==> config.mk <==
export PLATFORM = sky130hd
export DESIGN_NAME = multicycle_ctrl_fsm_flat
export DESIGN_NICKNAME = d
export VERILOG_FILES = /design/src/rtl/mips_ctrl_pkg.sv /design/src/rtl/multicycle_ctrl_fsm_if.sv /design/src/rtl/mem_wait_timer.sv /design/src/rtl/multicycle_ctrl_fsm.sv /design/src/flat_wrapper.sv
export SDC_FILE = /design/constraint.sdc
export NUM_CORES = 1
export LEC_CHECK = 0
export ABC_CLOCK_PERIOD_IN_PS = 9400
export BUFFER_PORTS_ARGS = -buffer_cell sky130_fd_sc_hd__buf_2
export CAP_MARGIN = 0
export CORE_ASPECT_RATIO = 1.75
export CORE_MARGIN = 4
export CORE_UTILIZATION = 25
export CTS_BUF_LIST = sky130_fd_sc_hd__clkbuf_4 sky130_fd_sc_hd__clkbuf_8
export CTS_CLUSTER_SIZE = 12
export DETAILED_ROUTE_END_ITERATION = 10
export HOLD_SLACK_MARGIN = 0.12
export MAX_ROUTING_LAYER = met4
export PLACE_DENSITY_LB_ADDON = 0.1
export SLEW_MARGIN = 20
export SYNTH_ARGS = -nofsm -noshare
export SYNTH_HDL_FRONTEND = slang
export SYNTH_HIERARCHICAL = 1
export SYNTH_SLANG_ARGS = --single-unit
export TNS_END_PERCENT = 50
==> constraint.sdc <==
create_clock -name clk -period 9.4 [get_ports clk]
set_clock_uncertainty 0.2 [all_clocks]
set_input_delay 0.47 -clock clk [delete_from_list [all_inputs] [get_ports clk]]
set_output_delay 0.47 -clock clk [all_outputs]
set_load 0.01 [all_outputs]
==> src/rtl/mips_ctrl_pkg.sv <==
// mips_ctrl_pkg: opcodes, state encodings and datapath select encodings for the multicycle control FSM
package mips_ctrl_pkg;

    localparam logic [5:0] OP_RTYPE = 6'b000000;
    localparam logic [5:0] OP_LW    = 6'b100011;
    localparam logic [5:0] OP_SW    = 6'b101011;
    localparam logic [5:0] OP_BEQ   = 6'b000100;
    localparam logic [5:0] OP_J     = 6'b000010;
    localparam logic [5:0] OP_JAL   = 6'b000011;

    localparam logic [3:0] S_FETCH    = 4'd0;
    localparam logic [3:0] S_DECODE   = 4'd1;
    localparam logic [3:0] S_MEM_ADDR = 4'd2;
    localparam logic [3:0] S_MEM_RD   = 4'd3;
    localparam logic [3:0] S_MEM_WB   = 4'd4;
    localparam logic [3:0] S_MEM_WR   = 4'd5;
    localparam logic [3:0] S_R_EXEC   = 4'd6;
    localparam logic [3:0] S_R_WB     = 4'd7;
    localparam logic [3:0] S_BRANCH   = 4'd8;
    localparam logic [3:0] S_JUMP     = 4'd9;
    localparam logic [3:0] S_JAL      = 4'd10;
    localparam logic [3:0] S_TRAP     = 4'd11;

    localparam logic [1:0] PC_ALU    = 2'b00;
    localparam logic [1:0] PC_ALUOUT = 2'b01;
    localparam logic [1:0] PC_JUMP   = 2'b10;

    localparam logic [1:0] RD_RT = 2'b00;
    localparam logic [1:0] RD_RD = 2'b01;
    localparam logic [1:0] RD_RA = 2'b10;

    localparam logic [1:0] M2R_ALUOUT = 2'b00;
    localparam logic [1:0] M2R_MDR    = 2'b01;
    localparam logic [1:0] M2R_PC     = 2'b10;

    localparam logic [1:0] SRCB_REG    = 2'b00;
    localparam logic [1:0] SRCB_FOUR   = 2'b01;
    localparam logic [1:0] SRCB_IMM    = 2'b10;
    localparam logic [1:0] SRCB_IMM_SH = 2'b11;

    localparam logic [1:0] ALU_ADD   = 2'b00;
    localparam logic [1:0] ALU_SUB   = 2'b01;
    localparam logic [1:0] ALU_FUNCT = 2'b10;

    // DECODE dispatch target for an opcode; anything unknown traps
    function automatic logic [3:0] decode_state(input logic [5:0] op);
        return (op == OP_RTYPE)              ? S_R_EXEC   :
               (op == OP_LW || op == OP_SW)  ? S_MEM_ADDR :
               (op == OP_BEQ)                ? S_BRANCH   :
               (op == OP_J)                  ? S_JUMP     :
               (op == OP_JAL)                ? S_JAL      : S_TRAP;
    endfunction

endpackage

==> src/rtl/multicycle_ctrl_fsm_if.sv <==
// multicycle_ctrl_fsm_if: unified memory port request/ready handshake
interface multicycle_ctrl_fsm_if;

    logic mem_req;
    logic mem_we;
    logic mem_ready;

    modport master (output mem_req, output mem_we, input mem_ready);
    modport slave  (input mem_req, input mem_we, output mem_ready);

endinterface

==> src/rtl/mem_wait_timer.sv <==
// mem_wait_timer: counts stalled memory cycles and flags the last allowed one
module mem_wait_timer #(
    parameter int unsigned MAX_WAIT = 15
) (
    input  logic clk,
    input  logic rst_n,
    input  logic clr,
    input  logic inc,
    output logic expire
);

    logic [7:0] cnt;

    // Wait counter: restarts on every state change, advances while stalled
    always_ff @(posedge clk or negedge rst_n) begin
        if (!rst_n)
            cnt <= '0;
        else if (clr)
            cnt <= '0;
        else if (inc)
            cnt <= cnt + 8'd1;
    end

    assign expire = (cnt == 8'(MAX_WAIT - 1));

endmodule

==> src/rtl/multicycle_ctrl_fsm.sv <==
// multicycle_ctrl_fsm: main control FSM sequencing a multicycle MIPS datapath
module multicycle_ctrl_fsm
    import mips_ctrl_pkg::*;
#(
    parameter int unsigned MAX_WAIT  = 15,
    parameter bit          TRAP_HALT = 1'b1
) (
    input  logic        clk,
    input  logic        rst_n,
    input  logic [5:0]  opcode,
    input  logic        zero,
    multicycle_ctrl_fsm_if.master mem,
    output logic        iord,
    output logic        ir_write,
    output logic        pc_en,
    output logic [1:0]  pc_src,
    output logic        reg_write,
    output logic [1:0]  reg_dst,
    output logic [1:0]  mem_to_reg,
    output logic        alu_src_a,
    output logic [1:0]  alu_src_b,
    output logic [1:0]  alu_op,
    output logic        instr_done,
    output logic        illegal,
    output logic        bus_err,
    output logic [3:0]  state_dbg
);

    logic [3:0] state;
    logic [3:0] next_state;
    logic [5:0] op_q;
    logic       illegal_q;
    logic       bus_err_q;
    logic       req;
    logic       we;
    logic       expire;

    mem_wait_timer #(.MAX_WAIT(MAX_WAIT)) u_timer (
        .clk    (clk),
        .rst_n  (rst_n),
        .clr    (next_state != state),
        .inc    (req && !mem.mem_ready),
        .expire (expire)
    );

    // State register
    always_ff @(posedge clk or negedge rst_n) begin
        if (!rst_n)
            state <= S_FETCH;
        else
            state <= next_state;
    end

    // Opcode copy for the lw/sw split and trap cause, latched on TRAP entry
    always_ff @(posedge clk or negedge rst_n) begin
        if (!rst_n) begin
            op_q      <= '0;
            illegal_q <= 1'b0;
            bus_err_q <= 1'b0;
        end else begin
            if (state == S_DECODE)
                op_q <= opcode;
            if (next_state == S_TRAP && state != S_TRAP) begin
                illegal_q <= (state == S_DECODE);
                bus_err_q <= (state != S_DECODE);
            end else if (state == S_TRAP && next_state != S_TRAP) begin
                illegal_q <= 1'b0;
                bus_err_q <= 1'b0;
            end
        end
    end

    // Next-state: memory states wait for ready, a stall on the last allowed cycle traps
    always_comb begin
        next_state = S_FETCH;
        case (state)
            S_FETCH:    next_state = mem.mem_ready ? S_DECODE : (expire ? S_TRAP : S_FETCH);
            S_DECODE:   next_state = decode_state(opcode);
            S_MEM_ADDR: next_state = (op_q == OP_SW) ? S_MEM_WR : S_MEM_RD;
            S_MEM_RD:   next_state = mem.mem_ready ? S_MEM_WB : (expire ? S_TRAP : S_MEM_RD);
            S_MEM_WR:   next_state = mem.mem_ready ? S_FETCH : (expire ? S_TRAP : S_MEM_WR);
            S_R_EXEC:   next_state = S_R_WB;
            S_TRAP:     next_state = TRAP_HALT ? S_TRAP : S_FETCH;
            default:    next_state = S_FETCH;
        endcase
    end

    // Outputs: Moore per state, with ready/zero gating; all forced low while in reset
    always_comb begin
        req        = 1'b0;
        we         = 1'b0;
        iord       = 1'b0;
        ir_write   = 1'b0;
        pc_en      = 1'b0;
        pc_src     = PC_ALU;
        reg_write  = 1'b0;
        reg_dst    = RD_RT;
        mem_to_reg = M2R_ALUOUT;
        alu_src_a  = 1'b0;
        alu_src_b  = SRCB_REG;
        alu_op     = ALU_ADD;
        instr_done = 1'b0;
        illegal    = 1'b0;
        bus_err    = 1'b0;
        if (rst_n) begin
            case (state)
                S_FETCH: begin
                    req       = 1'b1;
                    alu_src_b = SRCB_FOUR;
                    ir_write  = mem.mem_ready;
                    pc_en     = mem.mem_ready;
                end
                S_DECODE: alu_src_b = SRCB_IMM_SH;
                S_MEM_ADDR: begin
                    alu_src_a = 1'b1;
                    alu_src_b = SRCB_IMM;
                end
                S_MEM_RD: begin
                    req  = 1'b1;
                    iord = 1'b1;
                end
                S_MEM_WB: begin
                    reg_write  = 1'b1;
                    mem_to_reg = M2R_MDR;
                    instr_done = 1'b1;
                end
                S_MEM_WR: begin
                    req        = 1'b1;
                    we         = 1'b1;
                    iord       = 1'b1;
                    instr_done = mem.mem_ready;
                end
                S_R_EXEC: begin
                    alu_src_a = 1'b1;
                    alu_op    = ALU_FUNCT;
                end
                S_R_WB: begin
                    reg_write  = 1'b1;
                    reg_dst    = RD_RD;
                    instr_done = 1'b1;
                end
                S_BRANCH: begin
                    alu_src_a  = 1'b1;
                    alu_op     = ALU_SUB;
                    pc_src     = PC_ALUOUT;
                    pc_en      = zero;
                    instr_done = 1'b1;
                end
                S_JUMP: begin
                    pc_en      = 1'b1;
                    pc_src     = PC_JUMP;
                    instr_done = 1'b1;
                end
                S_JAL: begin
                    reg_write  = 1'b1;
                    reg_dst    = RD_RA;
                    mem_to_reg = M2R_PC;
                    pc_en      = 1'b1;
                    pc_src     = PC_JUMP;
                    instr_done = 1'b1;
                end
                S_TRAP: begin
                    illegal = illegal_q;
                    bus_err = bus_err_q;
                end
                default: ;
            endcase
        end
    end

    assign mem.mem_req = req;
    assign mem.mem_we  = we;
    assign state_dbg   = state;

endmodule
==> src/flat_wrapper.sv <==
// flat-port wrapper written by rule: the top's interface ports become plain ports
module multicycle_ctrl_fsm_flat import mips_ctrl_pkg::*;
#(
    parameter int unsigned MAX_WAIT  = 15,
    parameter bit          TRAP_HALT = 1'b1
)
  (clk, rst_n, opcode, zero, iord, ir_write, pc_en, pc_src, reg_write, reg_dst, mem_to_reg, alu_src_a, alu_src_b, alu_op, instr_done, illegal, bus_err, state_dbg, mem_mem_req, mem_mem_we, mem_mem_ready);
  multicycle_ctrl_fsm_if mem_i ();
  input  logic clk;
  input  logic rst_n;
  input  logic [5:0] opcode;
  input  logic zero;
  output logic iord;
  output logic ir_write;
  output logic pc_en;
  output logic [1:0] pc_src;
  output logic reg_write;
  output logic [1:0] reg_dst;
  output logic [1:0] mem_to_reg;
  output logic alu_src_a;
  output logic [1:0] alu_src_b;
  output logic [1:0] alu_op;
  output logic instr_done;
  output logic illegal;
  output logic bus_err;
  output logic [3:0] state_dbg;
  output wire logic [$bits(mem_i.mem_req)-1:0] mem_mem_req;
  output wire logic [$bits(mem_i.mem_we)-1:0] mem_mem_we;
  input wire logic [$bits(mem_i.mem_ready)-1:0] mem_mem_ready;
  assign mem_mem_req = mem_i.mem_req;
  assign mem_mem_we = mem_i.mem_we;
  assign mem_i.mem_ready = mem_mem_ready;
  multicycle_ctrl_fsm #(.MAX_WAIT(MAX_WAIT), .TRAP_HALT(TRAP_HALT)) u_core (.clk(clk), .rst_n(rst_n), .opcode(opcode), .zero(zero), .mem(mem_i), .iord(iord), .ir_write(ir_write), .pc_en(pc_en), .pc_src(pc_src), .reg_write(reg_write), .reg_dst(reg_dst), .mem_to_reg(mem_to_reg), .alu_src_a(alu_src_a), .alu_src_b(alu_src_b), .alu_op(alu_op), .instr_done(instr_done), .illegal(illegal), .bus_err(bus_err), .state_dbg(state_dbg));
endmodule
* Yosys cells after proc, flatten, opt, wreduce, memory -nomap -nowiden *
Cells that the tools add are included.

operators by class
  add/sub/neg operators = 1
  equality and inequality tests = 23
  mux-type cells = 48
  reductions and logical operators = 15

operators by type and width
  operator               count
  $mux W4                10
  $pmux W4 S7            1
  $mux W1                22
  $eq A4 B4 Y1 const B   5
  $eq A6 B6 Y1 const B   3
  $eq A4 B3 Y1 const B   4
  $mux W8                2
  $pmux W2 S2            4
  $eq A6 B2 Y1 const B   2
  $mux W2                5
  $reduce_or A3 Y1       3
  $add A8 B1 Y8 const B  1
  $eq A4 B2 Y1 const B   2
  $eq A8 B4 Y1 const B   1
  $ne A4 B4 Y1 const B   2
  $eq A6 B3 Y1 const B   1
  $logic_not A6 Y1       1
  $pmux W2 S3            1
  $reduce_or A5 Y1       1
  $eq A4 B1 Y1 const B   1
  $logic_not A4 Y1       1
  $ne A4 B1 Y1 const B   1
  $ne A4 B4 Y1           1
  $reduce_bool A2 Y1     2
  other kinds (7)        10

storage, ports and cells
  bits in registers = 20
  input bits = 10
  output and inout bits = 24
  logic and storage cells = 92

* Logic depth before layout (Yosys ltp) *
Gate-level depths: netlist of the first run.

  word-level depth = 11
  gate-level depth with buffers = 13
  gate-level depth less buffers = 12

* By module *
The synthesis of the first run kept the hierarchy.

by module, submodules not included
  module               times used  cells an instance  area each (µm²)  seq. area each (µm²)
  multicycle_ctrl_fsm  1           136                1069.8           300.3
  mem_wait_timer       1           42                 426.7            200.2

* Worst setup path after synthesis of the first run *
No wires, ideal clock.

  path kind = input -> register
  start = input port mem_mem_ready
  end = register u_core.u_timer.cnt[7]
  setup time = 130 ps
  arrival = 2701 ps
  data required time = 9070 ps
  setup slack = 6369 ps
  cell stages on the path = 10
  buffers on the path = 2
  cells stage by stage = buf_2 or4b_2 a21boi_0 a211oi_1 xnor2_1 or4_1 buf_6 o21ai_0 or4_1 a21oi_1

between the ends
  word-level cells in the longest chain between the ends = 4
  elaborated cells between the ends (all ways) = 9
  classes of those cells = eq/ne (1); mux (5); reduce/logical (3)

RTL lines
  element                                        RTL line                                                                         text
  start, declared                                flat_wrapper.sv:29                                                               input wire logic [$bits(mem_i.mem_ready)-1:0] mem_mem_ready;
  $mux W4, on equally long branches              multicycle_ctrl_fsm.sv:81, multicycle_ctrl_fsm.sv:77, multicycle_ctrl_fsm.sv:80
  $pmux W4 S7                                    multicycle_ctrl_fsm.sv:76                                                        case (state)
  $ne A4 B4 Y1                                   multicycle_ctrl_fsm.sv:41                                                        .clr (next_state != state),
  $mux W8 or $reduce_bool A2 Y1 (tied branches)  --
  end signal, assigned                           mem_wait_timer.sv:21                                                             cnt <= cnt + 8'd1;
  end, declared                                  mem_wait_timer.sv:12                                                             logic [7:0] cnt;

Parallel ways exist; a longest one is shown, timed or not.
A chain may end at the register's enable or synchronous reset.

* Final worst setup path of the first run *
  start = input port rst_n
  end = register u_core.u_timer.cnt[7]

between the ends
  word-level cells in the longest chain between the ends = 3

RTL lines
  element                              RTL line                    text
  start, declared                      flat_wrapper.sv:10          input logic rst_n;
  $mux W1                              multicycle_ctrl_fsm.sv:105  if (rst_n) begin
  $logic_and A1 B1 Y1                  multicycle_ctrl_fsm.sv:42   .inc (req && !mem.mem_ready),
  $reduce_bool A2 Y1 (no source line)  --

Every way passes these cells.

==> reports/metrics.cfg, run 1 <==
[run_status]
outcome=completed

[placed_design]
place_hpwl_mm=3.61
place_congestion=0.786
port_buffers=33
detailedPlace.worstSlack_ps=5870

[sta]
fin_tns_setup_ps=0
tightest_slew_ps=768
fin_crit_sh=0.382
setup_viol=0
post-route-worst-setup-slack_ps=5810
relSlewSlack=0.488
finalCriticalPeriod_ps=3590
final_hold_viol_count=0
rsz0062_at_grt=no
slew_violations=0
timing.fmax_ghz=0.279

[yosys]
syn-instance-count=178
compound_cell_area_share_of_the_yosys_netlist=0.175
yosys_warnings=6
syn_area_per_cell_um2=8.41
synth.distinct_cells=48
synth-simple-area-share=0.306
synth_fa_ha_area_frac=0.0251
ys_ff_latch=20
nets_in_the_synthesized_netlist=191
post_synth_mux_area_share=0.0527
synthXorXnorAreaFrac=0.0468
synth_top_family_by_area=simple AND/OR/NAND/NOR gates
synth.yosys.seq_area_share=0.334
post_synth_instance_area_um2=1500

[power]
internal_power_mw=0.245
fraction_of_power_spent_switching_nets=0.468
p_leak_nw=0.776
share_seq_of_total_power=0.351
power_per_cell_area_nw_per_um2=263
power.share.clock=0.120
share_comb_of_total_power=0.529
total_power_mw=0.462
peakVddDrop_uv=59.1
total_switching_power_mw=0.216

[job]
max_cap_viol_count=0

[hold_path]
hold_class=reg2reg
min-delay-start=u_core/bus_err_q$_DFFE_PN0P_
hold_depth=2
holdPathEnd=u_core/bus_err_q$_DFFE_PN0P_

[detailed_routing]
remaining_drc_errors=0
drtPass1Iterations=4
post_drt_via_cell_ratio=5.08
finalWirelength_mm=4.53
vias=1433
drt_iter0_markers=64
ant_nets=0
wl_per_cell_um=16.0

[grt]
grt_pass1_vias=1422
grt_max_degree=29
groute.usage.overall=0.137
wire_length_of_the_first_global_routing_pass_mm=7.33
antenna_found_initial=0
grt-ovfl-total=0

[floorplan]
std_cell_rows=37
i_o_pin_cnt=34
floorplan.initialDensity=0.257
die_area_um2=7340
floorplan.die.height_um=110
floorplan.core_area_um2=5830
die_width_um=66.5

[critical_path]
worstPathMaxFanout=28
worst_path_most_repeated_cell=sky130_fd_sc_hd__nor2b_1
worst_r2r_startpoint=u_core/state_dbg[0]$_DFF_PN0_
critPathArrivalTime_ps=3570
r2r_cells=8
regToRegEndpoint=u_core/u_timer/cnt[7]$_DFFE_PN0P_
startpoint_type=input pin
max_stage_delay_ps=530
path_cells=dlygate4sd3_1 -> buf_2 -> nor2b_1 -> a21boi_0 -> nor2b_1 -> o21ai_0 -> or4_1 -> a21oi_1
ff2ff_setup_slack_ps=5870
crit_type=in2reg
cp-end-kind=flop
slowest_stage=sky130_fd_sc_hd__nor2b_1
worst_ep_required_time_ps=9380

[final_layout]
areaGrowthSynthToFinish_pct=17.2
drive_gt1_frac=0.245
finalNetCount=219
fill_cells=677
antenna-diode-count=0

[clock_network]
cts.sinks=20
numCtsBuffers=3
cts_tree=built
cts.path.max_buffers=2
cts_root_buf=sky130_fd_sc_hd__clkbuf_8
htree_levels=1
insertion_delay_ps=250
clk_transition_reported_paths_ps=70
post_cts_buffers=0

-- metrics by stage --
| step | hold WS, ps | util | std cells | area [um2] |
|---|---|---|---|---|
| 6_report | 292 | 0.301 | 282 | 1750 |
| 3_5_place_dp | 273 | 0.292 | 278 | 1700 |
| 3_3_place_gp | 270 | 0.292 | 278 | 1700 |
| 4_1_cts | 289 | 0.301 | 282 | 1750 |
| 5_1_grt | 302 | 0.301 | 282 | 1750 |
| 2_1_floorplan | -25.6 | - | 178 | 1500 |
-- power by group through the flow --
| stage | registers (mW) | clock network, mW | logic (mW) |
|---|---|---|---|
| global route | 0.170 | 0.0629 | 0.270 |
| global placement | 0.162 | 0 | 0.245 |
| finish | 0.162 | 0.0552 | 0.244 |
| floorplan | 0.130 | 0 | 0.209 |
| detailed placement | 0.164 | 0 | 0.247 |
| CTS | 0.162 | 0.0600 | 0.248 |
-- cells by family (layout without fill, tap and decap cells) --
| group | Yosys count | count (layout) |
|---|---|---|
| AOI/OAI and AO/OA | 41 | 41 |
| xor gates and xnor gates | 8 | 8 |
| adders and majority gates | 3 | 3 |
| buffers and inverters | 19 | 45 |
| DFF | 20 | 20 |
| muxes | 7 | 7 |
| and+or+nand+nor | 80 | 80 |
-- layer usage --
layer / vias up / routed length [um] / global-route usage / part of all wire
li1: 698 / - / - / -
met1: 680 / 1600 / 0.132 / 0.35
met2: 46 / 2610 / 0.264 / 0.58
met3: 9 / 178 / 0.0162 / 0.039
met4: 0 / 136 / 0.0640 / 0.030
met5: - / 0 / - / 0
-- how the worst max path moves through the flow --
| stage | start | to | slack, ps |
|---|---|---|---|
| 6_report | rst_n | u_core/u_timer/cnt[7]$_DFFE_PN0P_ | 5810 |
| 5_1_grt | rst_n | u_core/u_timer/cnt[7]$_DFFE_PN0P_ | 5370 |
| 4_1_cts | rst_n | u_core/u_timer/cnt[7]$_DFFE_PN0P_ | 5810 |
| 3_5_place_dp | u_core/u_timer/cnt[0]$_DFFE_PN0P_ | u_core/u_timer/cnt[7]$_DFFE_PN0P_ | 5870 |
| 3_3_place_gp | opcode[5] | u_core/u_timer/cnt[7]$_DFFE_PN0P_ | 5940 |
| 2_1_floorplan | mem_mem_ready | u_core/u_timer/cnt[7]$_DFFE_PN0P_ | 6370 |
-- placed cells by master, fill, tap and decap left out, types with 2 or more instances in the layout --
cell	count
sky130_fd_sc_hd__buf_2	33
sky130_fd_sc_hd__dfrtp_1	20
sky130_fd_sc_hd__nor2_1	18
sky130_fd_sc_hd__nand2_1	11
sky130_fd_sc_hd__a21oi_1	11
sky130_fd_sc_hd__o21ai_0	8
sky130_fd_sc_hd__inv_1	7
sky130_fd_sc_hd__nand3_1	7
sky130_fd_sc_hd__mux2_2	7
sky130_fd_sc_hd__nand2b_1	6
sky130_fd_sc_hd__nor3_1	6
sky130_fd_sc_hd__a211oi_1	4
sky130_fd_sc_hd__nor2b_1	4
sky130_fd_sc_hd__xnor2_1	4
sky130_fd_sc_hd__o31ai_1	4
sky130_fd_sc_hd__and3_1	4
sky130_fd_sc_hd__xor2_1	4
sky130_fd_sc_hd__clkbuf_8	3
sky130_fd_sc_hd__or4_1	3
sky130_fd_sc_hd__ha_1	3
sky130_fd_sc_hd__and3b_1	2
sky130_fd_sc_hd__a311oi_1	2
sky130_fd_sc_hd__a21boi_0	2
sky130_fd_sc_hd__o32ai_1	2
sky130_fd_sc_hd__and4b_1	2
sky130_fd_sc_hd__a21o_1	2
sky130_fd_sc_hd__and2_1	2
sky130_fd_sc_hd__or3_1	2
sky130_fd_sc_hd__a31oi_1	2
sky130_fd_sc_hd__nand4_1	2
-- flip-flops by register name, indices dropped and copies added (netlist names) --
signal,count
u_core/u_timer/cnt,8
u_core/op_q,6
u_core/state_dbg,4
u_core/bus_err_q,1
u_core/illegal_q,1
-- synthesized netlist by cell type, drive strengths merged --
cell | count | area [um2]
buf | 10 | 56.3
or4 | 4 | 33.8
clkbuf | 2 | 7.51
and2 | 2 | 12.5
or2 | 1 | 6.26
o21ai | 9 | 45.0
nand2 | 11 | 41.3
inv | 7 | 26.3
a311oi | 2 | 17.5
mux2 | 7 | 78.8
a21oi | 11 | 55.1
and3b | 2 | 17.5
a21o | 2 | 15.0
nand3b | 1 | 7.51
a21boi | 2 | 15.0
o2bb2a | 1 | 10.0
dfrtp | 20 | 500
xor2 | 4 | 35.0
nand3 | 8 | 45.0
nand4b | 1 | 8.76
nand2b | 6 | 37.5
nor3 | 6 | 30.0
a31oi | 2 | 12.5
ha | 3 | 37.5
o22ai | 1 | 6.26
xnor2 | 4 | 35.0
o32ai | 2 | 17.5
or4b | 1 | 10.0
and4b | 2 | 20.0
nor4 | 1 | 6.26
and2b | 1 | 7.51
o21a | 1 | 7.51
and3 | 4 | 25.0
nor4b | 2 | 23.8
nor2b | 4 | 25.0
a211oi | 4 | 30.0
nor2 | 18 | 67.6
o31ai | 4 | 30.0
or3 | 3 | 20.0
nand4 | 2 | 12.5
-- area by class of cell --
class / instances / area (um2) / share of cell area
inverters: 7 / 26.3 / 0.0150
multi-input cells: 139 / 906 / 0.516
well taps: 78 / 97.6 / 0.0556
repair buffers: 35 / 183 / 0.104
flip-flops and latches: 20 / 500 / 0.285
clock buffers: 3 / 41.3 / 0.0235
-- what timing repair did --
action / in CTS / in global routing
gates resized for setup: 0 / 0
hold endpoints to repair: 20 / 0
hold buffers: 1 / 0
-- critical path, delay by kind of cell --
kind / cells / cell delay [ps]
AND/OR/NAND/NOR: 3 / 1350
buffers and inverters: 2 / 1000
AO/OA/AOI/OAI: 3 / 740
No activity file was read; power rests on OpenSTA's default activity.
==> run 2: changes to the inputs <==
Settings changed: ABC_AREA from default to 1, ABC_CLOCK_PERIOD_IN_PS 9400 to 3300.
Clock period 9.4 ns to 3.3 ns, I/O delays scaled along.
==> run 2 against run 1 <==
Effect of this change: first-iteration DRC count fell by 6.3%; sequential power is 130% higher; sequential share of layout area down 0.50 points; sequential cell count is the same; register-to-register slack got worse by 5300 ps; via count increased by 2.8%; non-clock buffer count rose by 7; routed wire length fell by 4.4%; worst setup slack worse by 5200 ps.
==> reports/metrics.cfg, run 2 <==
[sta]
finalCriticalPeriod_ps=2690
relSlewSlack=0.632  ; was 0.488
slew_violations=0  ; unchanged
setup_viol=0  ; unchanged
final_hold_viol_count=0  ; unchanged
tightest_slew_ps=550  ; was 768 ps
timing.fmax_ghz=0.371
fin_tns_setup_ps=0  ; unchanged
rsz0062_at_grt=no  ; unchanged
whs_ps=187  ; was 292 ps
fin_crit_sh=0.816

[final_layout]
finalNetCount=275  ; was 219
stdcell_area_um2=1790  ; was 1750 um2
layout_common_cells=sky130_fd_sc_hd__nand2_1, sky130_fd_sc_hd__nor2_1, sky130_fd_sc_hd__buf_2  ; was sky130_fd_sc_hd__buf_2, sky130_fd_sc_hd__dfrtp_1, sky130_fd_sc_hd__nor2_1
fill_cells=630  ; was 677
largest_register_ff_count=8  ; unchanged
areaGrowthSynthToFinish_pct=28.2  ; was 17.2%
final_common_cell=sky130_fd_sc_hd__nand2_1  ; was sky130_fd_sc_hd__buf_2
antenna-diode-count=0  ; unchanged
regMostFlops=u_core/u_timer/cnt  ; unchanged
drive_gt1_frac=0.199  ; was 0.245

[detailed_routing]
wl_per_cell_um=12.9  ; was 16.0 um
drt_iter0_markers=60  ; was 64
vias=1473  ; was 1433
remaining_drc_errors=0  ; unchanged
drtPass1Iterations=4  ; unchanged
finalWirelength_mm=4.33  ; was 4.53 mm
post_drt_via_cell_ratio=4.40  ; was 5.08
ant_nets=0  ; unchanged

[grt]
groute.usage.overall=0.133  ; was 0.137
grt-ovfl-total=0  ; unchanged
wire_length_of_the_first_global_routing_pass_mm=6.94  ; was 7.33 mm
grt_pass1_vias=1465  ; was 1422
grt_max_degree=17  ; was 29
antenna_found_initial=0  ; unchanged

[clock_network]
cts_root_buf=sky130_fd_sc_hd__clkbuf_8  ; unchanged
post_cts_buffers=0  ; unchanged
htree_levels=1  ; unchanged
insertion_delay_ps=250  ; about the same
cts_tree=built  ; unchanged
cts.path.max_buffers=2  ; unchanged
numCtsBuffers=3  ; unchanged
cts.sinks=20  ; unchanged
clk_transition_reported_paths_ps=80  ; was 70 ps

[power]
power_per_cell_area_nw_per_um2=728  ; was 263 nW/um2
peakVddDrop_uv=181  ; was 59.1 uV
power.share.clock=0.143  ; was 0.120
share_comb_of_total_power=0.565  ; was 0.529
fraction_of_power_spent_switching_nets=0.488  ; was 0.468
internal_power_mw=0.665  ; was 0.245 mW
total_power_mw=1.30  ; was 0.462 mW
share_seq_of_total_power=0.292  ; was 0.351
p_leak_nw=0.983  ; was 0.776 nW
total_switching_power_mw=0.634  ; was 0.216 mW

[hold_path]
holdPathEnd=u_core/state_dbg[3]$_DFF_PN0_  ; was u_core/bus_err_q$_DFFE_PN0P_
min-delay-start=mem_mem_ready  ; was u_core/bus_err_q$_DFFE_PN0P_
hold_class=in2reg  ; was reg2reg
hold_depth=4  ; was 2

[floorplan]
floorplan.die.height_um=107  ; was 110 um
floorplan.initialDensity=0.261  ; was 0.257
die_width_um=64.4  ; was 66.5 um
die_area_um2=6880  ; was 7340 um2
floorplan.core_area_um2=5340  ; was 5830 um2
std_cell_rows=35  ; was 37
i_o_pin_cnt=34  ; unchanged

[yosys]
synth_top_area_frac=0.359  ; was 0.334
synth.most_common_cell=sky130_fd_sc_hd__nand2_1  ; was sky130_fd_sc_hd__dfrtp_1
ffs_w_async_s_r_synth=1.00  ; unchanged
nets_in_the_synthesized_netlist=230  ; was 191
syn-instance-count=217  ; was 178
post_synth_instance_area_um2=1390  ; was 1500 um2
ys_ff_latch=20  ; unchanged
syn_area_per_cell_um2=6.42  ; was 8.41 um2
yosys.area.top_type=sky130_fd_sc_hd__dfrtp_1  ; unchanged
post_synth_main_area_contributors=sky130_fd_sc_hd__dfrtp_1, sky130_fd_sc_hd__nand2_1, sky130_fd_sc_hd__nor2_1  ; was sky130_fd_sc_hd__dfrtp_1, sky130_fd_sc_hd__mux2_2, sky130_fd_sc_hd__nor2_1
synth-main-ff-cell=sky130_fd_sc_hd__dfrtp_1  ; unchanged
synth.distinct_cells=22  ; was 48
yosys_warnings=6  ; unchanged
synth.yosys.seq_area_share=0.359  ; was 0.334
synth-edff-count=0  ; unchanged
synth.cells.most_frequent=sky130_fd_sc_hd__nand2_1, sky130_fd_sc_hd__nor2_1, sky130_fd_sc_hd__inv_1  ; was sky130_fd_sc_hd__dfrtp_1, sky130_fd_sc_hd__nor2_1, sky130_fd_sc_hd__a21oi_1, sky130_fd_sc_hd__nand2_1, sky130_fd_sc_hd__o21ai_0

[critical_path]
worst_r2r_startpoint=u_core/u_timer/cnt[0]$_DFFE_PN0P_  ; was u_core/state_dbg[0]$_DFF_PN0_
worstPathMaxFanout=6  ; was 28
regToRegEndpoint=u_core/u_timer/cnt[7]$_DFFE_PN0P_  ; unchanged
ff2ff_setup_slack_ps=610  ; was 5870 ps
crit_type=reg2reg  ; was in2reg
startpoint_type=flop  ; was input pin
r2r_cells=21  ; was 8
critPathArrivalTime_ps=2650  ; was 3570 ps
cp-end-kind=flop  ; unchanged
worst_ep_required_time_ps=3250  ; was 9380 ps

[placed_design]
place_congestion=0.804  ; was 0.786
post_dp_cell_area_um2=1650  ; was 1700 um2
port_buffers=33  ; unchanged
place_hpwl_mm=3.52  ; was 3.61 mm

[job]
max_cap_viol_count=0  ; unchanged

[run_status]
outcome=completed  ; unchanged

run 2: cell count changes in the layout (fill, tap and decap cells not counted), sizes merged, moves of 7 or more:
cell,previous run,this run
nand2,11,62
nor2,18,46
inv,7,32
nand3,8,18
dlygate4sd3,1,8
mux2,7,0
run 2: kinds of logic after synthesis:
group | Yosys count | synth area share
AND/OR/NAND/NOR | 140 | 0.447
adder cells (fa/ha/maj) | 3 | 0.0270
buffers and inverters | 34 | 0.0916
AO/OA/AOI/OAI | 20 | 0.0755
flip-flops | 20 | 0.359
run 2: cell type report:
cell class,count,area [um2],share of cell area
timing repair buffer,42,253,0.142
inverter,32,120,0.0673
sequential,20,500,0.280
clock buffer,4,55.1,0.0308
multi-input combinational,163,764,0.428
tap,74,92.6,0.0519
run 2: worst max-delay path by stage:
stage / start / to
4_1_cts: u_core/u_timer/cnt[0]$_DFFE_PN0P_ / u_core/u_timer/cnt[7]$_DFFE_PN0P_
5_1_grt: u_core/u_timer/cnt[0]$_DFFE_PN0P_ / u_core/u_timer/cnt[7]$_DFFE_PN0P_
6_report: u_core/u_timer/cnt[0]$_DFFE_PN0P_ / u_core/u_timer/cnt[7]$_DFFE_PN0P_
2_1_floorplan: u_core/u_timer/cnt[0]$_DFFE_PN0P_ / u_core/u_timer/cnt[7]$_DFFE_PN0P_
3_3_place_gp: u_core/u_timer/cnt[0]$_DFFE_PN0P_ / u_core/u_timer/cnt[4]$_DFFE_PN0P_
3_5_place_dp: u_core/u_timer/cnt[0]$_DFFE_PN0P_ / u_core/u_timer/cnt[4]$_DFFE_PN0P_
run 2: power by group through the flow:
stage | Combinational (mW) | Sequential [mW] | Clock [mW]
2_1_floorplan | 0.514 | 0.380 | 0
6_report | 0.734 | 0.379 | 0.186
4_1_cts | 0.752 | 0.381 | 0.197
3_5_place_dp | 0.743 | 0.386 | 0
5_1_grt | 0.836 | 0.391 | 0.207
3_3_place_gp | 0.754 | 0.387 | 0
run 2: per-stage QoR:
| step | std cells | worst slack [ps] | utilization |
|---|---|---|---|
| after global placement | 323 | 559 | 0.309 |
| after detailed placement | 323 | 559 | 0.309 |
| after floorplan | 217 | 948 | - |
| final | 335 | 607 | 0.334 |
| after global routing | 335 | 218 | 0.334 |
| after CTS | 335 | 545 | 0.334 |
run 2: worst max-delay path: stages (launching register included):
cell,delay (ps)
sky130_fd_sc_hd__dfrtp_1,390
sky130_fd_sc_hd__inv_2,100
sky130_fd_sc_hd__ha_1,160
sky130_fd_sc_hd__nand3_1,80
sky130_fd_sc_hd__nor4_1,180
sky130_fd_sc_hd__inv_1,110
sky130_fd_sc_hd__nand2_1,110
sky130_fd_sc_hd__inv_1,40
sky130_fd_sc_hd__nand2_1,60
sky130_fd_sc_hd__nand2_1,40
sky130_fd_sc_hd__nor2_1,150
sky130_fd_sc_hd__nand2_1,90
sky130_fd_sc_hd__nand2_1,60
sky130_fd_sc_hd__nand2_1,50
sky130_fd_sc_hd__a21oi_1,130
sky130_fd_sc_hd__nand2_1,110
sky130_fd_sc_hd__nor2_2,210
sky130_fd_sc_hd__nor2_4,70
sky130_fd_sc_hd__nand3_1,90
sky130_fd_sc_hd__nand2_1,50
sky130_fd_sc_hd__nand2_1,50
sky130_fd_sc_hd__nor2_1,30
run 2: layer usage:
layer  vias to the layer above  part of all wire  global-route usage
met5                         -                 0                   -
met4                         0            0.0090              0.0393
met3                         2             0.030              0.0168
met2                        29              0.59               0.268
met1                       666              0.37               0.126
li1                        776                 -                   -
run 2: what timing repair did:
action | CTS | global route
hold endpoints to repair | 26 | 0
setup endpoints to repair | 0 | 0
resized for setup | 0 | 0
hold buffers | 8 | 0
==> run 3: changes to the inputs <==
Settings changed: ABC_AREA 1 to 0, ABC_CLOCK_PERIOD_IN_PS 3300 to 2600.
Clock period 3.3 ns to 2.6 ns, I/O delays scaled along.
==> run 3 against run 2 <==
Effect of this change: the run now ends with negative setup slack left; die area rose by 6.7%; total power rose by 75%; critical path depth fell by 9; worst setup slack got worse by 880 ps; core utilization rose by 5.8 points; via count rose by 12%; critical endpoint unchanged.
==> reports/metrics.cfg, run 3 (synthesis results as in run 1) <==
[sta]
finalCriticalPeriod_ps=2880  ; was 2690 ps
setup_viol=11  ; was 0
fin_crit_sh=1.11  ; was 0.816
rsz0062_at_grt=yes  ; was no
whs_ps=211  ; was 187 ps
relSlewSlack=0.746  ; was 0.632
tightest_slew_ps=378  ; was 550 ps
timing.fmax_ghz=0.348  ; was 0.371 GHz
slew_violations=0  ; unchanged
final_hold_viol_count=0  ; unchanged
post-route-worst-setup-slack_ps=-277  ; was 607 ps

[clock_network]
htree_levels=1  ; unchanged
cts.path.max_buffers=2  ; unchanged
cts_tree=built  ; unchanged
clk_transition_reported_paths_ps=70  ; was 80 ps
insertion_delay_ps=250  ; about the same
cts.sinks=20  ; unchanged
cts_root_buf=sky130_fd_sc_hd__clkbuf_8  ; unchanged
numCtsBuffers=3  ; unchanged

[power]
share_seq_of_total_power=0.205  ; was 0.292
internal_power_mw=1.32  ; was 0.665 mW
total_switching_power_mw=0.958  ; was 0.634 mW
share_comb_of_total_power=0.706  ; was 0.565
p_leak_nw=1.08  ; was 0.983 nW
peakVddDrop_uv=265  ; was 181 uV
power.share.clock=0.090  ; was 0.143
power_per_cell_area_nw_per_um2=994  ; was 728 nW/um2
fraction_of_power_spent_switching_nets=0.421  ; was 0.488

[grt]
grt_pass1_vias=1730  ; was 1465
grt_max_degree=28  ; was 17
antenna_found_initial=0  ; unchanged
grt-ovfl-total=0  ; unchanged
groute.usage.overall=0.159  ; was 0.133
wire_length_of_the_first_global_routing_pass_mm=8.56  ; was 6.94 mm

[placed_design]
port_buffers=33  ; unchanged
place_congestion=0.839  ; was 0.804
detailedPlace.worstSlack_ps=-349  ; was 559 ps
place_hpwl_mm=4.23  ; was 3.52 mm

[final_layout]
layout_common_cells=sky130_fd_sc_hd__buf_4, sky130_fd_sc_hd__buf_2, sky130_fd_sc_hd__dfrtp_1  ; was sky130_fd_sc_hd__nand2_1, sky130_fd_sc_hd__nor2_1, sky130_fd_sc_hd__buf_2
regMostFlops=u_core/u_timer/cnt  ; unchanged
areaGrowthSynthToFinish_pct=52.9  ; was 28.2%
final_common_cell=sky130_fd_sc_hd__buf_4  ; was sky130_fd_sc_hd__nand2_1
antenna-diode-count=0  ; unchanged
drive_gt1_frac=0.433  ; was 0.199
largest_register_ff_count=8  ; unchanged
fill_cells=644  ; was 630
finalNetCount=276  ; was 275

[critical_path]
startpoint_type=flop  ; unchanged
worstPathMaxFanout=4  ; was 6
crit_type=reg2reg  ; unchanged
critPathArrivalTime_ps=2860  ; was 2650 ps
cp-end-kind=flop  ; unchanged
worst_ep_required_time_ps=2590  ; was 3250 ps

[detailed_routing]
vias=1654  ; was 1473
wl_per_cell_um=15.7  ; was 12.9 um
finalWirelength_mm=5.33  ; was 4.33 mm
drtPass1Iterations=4  ; unchanged
ant_nets=0  ; unchanged
drt_iter0_markers=73  ; was 60
post_drt_via_cell_ratio=4.88  ; was 4.40
remaining_drc_errors=0  ; unchanged

[job]
max_cap_viol_count=0  ; unchanged

[floorplan]
die_area_um2=7340  ; was 6880 um2
i_o_pin_cnt=34  ; unchanged
std_cell_rows=37  ; was 35
floorplan.die.height_um=110  ; was 107 um
floorplan.initialDensity=0.257  ; was 0.261
floorplan.core_area_um2=5830  ; was 5340 um2
die_width_um=66.5  ; was 64.4 um

[run_status]
outcome=finished with violations  ; was completed
violations_in_the_final_reports=negative setup slack

[hold_path]
hold_class=in2async  ; was in2reg

[run 3: critical path, stage by stage (launching register included)]
cell                       delay, ps
sky130_fd_sc_hd__dfrtp_1         380
sky130_fd_sc_hd__inv_1            50
sky130_fd_sc_hd__ha_1            140
sky130_fd_sc_hd__nand4b_1        150
sky130_fd_sc_hd__nor4_4          320
sky130_fd_sc_hd__nor2_1          110
sky130_fd_sc_hd__nand2_1         120
sky130_fd_sc_hd__a21oi_1          80
sky130_fd_sc_hd__a211oi_1        360
sky130_fd_sc_hd__or4_4           220
sky130_fd_sc_hd__o21ai_4          60
sky130_fd_sc_hd__or4_1           460
sky130_fd_sc_hd__a21oi_1         150
[run 3: timing repair]
item	CTS	global route
pin swaps	3	1
setup buffers	6	1
gates resized for setup	9	3
gates cloned	0	0
hold buffers	7	0
setup endpoints to repair	10	11
hold endpoints to repair	26	0
[run 3: power by group through the flow]
stage | clock network (mW) | logic [mW] | registers, mW
6_report | 0.204 | 1.60 | 0.466
5_1_grt | 0.225 | 1.75 | 0.476
4_1_cts | 0.214 | 1.57 | 0.468
3_5_place_dp | 0 | 1.39 | 0.475
3_3_place_gp | 0 | 1.39 | 0.474
2_1_floorplan | 0 | 0.776 | 0.473
[run 3: stage by stage]
step,cell area [um2],setup TNS [ps],power [mW],cells,utilization
floorplan,1530,-450,1.25,178,-
global placement,2060,-2170,1.87,322,0.353
detailed placement,2060,-2400,1.86,322,0.353
CTS,2270,-1160,2.25,338,0.388
global route,2290,-4130,2.45,339,0.392
finish,2290,-1970,2.27,339,0.392
[run 3: layer usage]
| metal | track usage | vias to the layer above | wire length [um] |
|---|---|---|---|
| li1 | - | 810 | - |
| met1 | 0.151 | 802 | 1950 |
| met2 | 0.317 | 36 | 3130 |
| met3 | 0.0162 | 6 | 141 |
| met4 | 0.0581 | 0 | 107 |
| met5 | - | - | 0 |
[run 3: worst paths after layout]
| kind | from | slack (ps) | cells after the start | to |
|---|---|---|---|---|
| setup reg to reg | u_core/u_timer/cnt[0]$_DFFE_PN0P_ | -280 | 12 | u_core/u_timer/cnt[7]$_DFFE_PN0P_ |
| setup / recovery | u_core/u_timer/cnt[0]$_DFFE_PN0P_ | -280 | 12 | u_core/u_timer/cnt[7]$_DFFE_PN0P_ |
| hold reg to reg | u_core/bus_err_q$_DFFE_PN0P_ | 280 | 2 | u_core/bus_err_q$_DFFE_PN0P_ |
| max in group asynchronous | rst_n | 1730 | 3 | u_core/state_dbg[2]$_DFF_PN0_ |
| hold / removal | rst_n | 210 | 3 | u_core/bus_err_q$_DFFE_PN0P_ |
| min in group clk | mem_mem_ready | 240 | 4 | u_core/state_dbg[2]$_DFF_PN0_ |
[run 3: final cells by class]
| class | instances | area [um2] | share of cell area |
|---|---|---|---|
| inverters | 7 | 26.3 | 0.0115 |
| clock buffers | 3 | 41.3 | 0.0180 |
| multi-input cells | 139 | 997 | 0.436 |
| well taps | 78 | 97.6 | 0.0426 |
| repair buffers | 92 | 626 | 0.273 |
| flip-flops and latches | 20 | 500 | 0.219 |
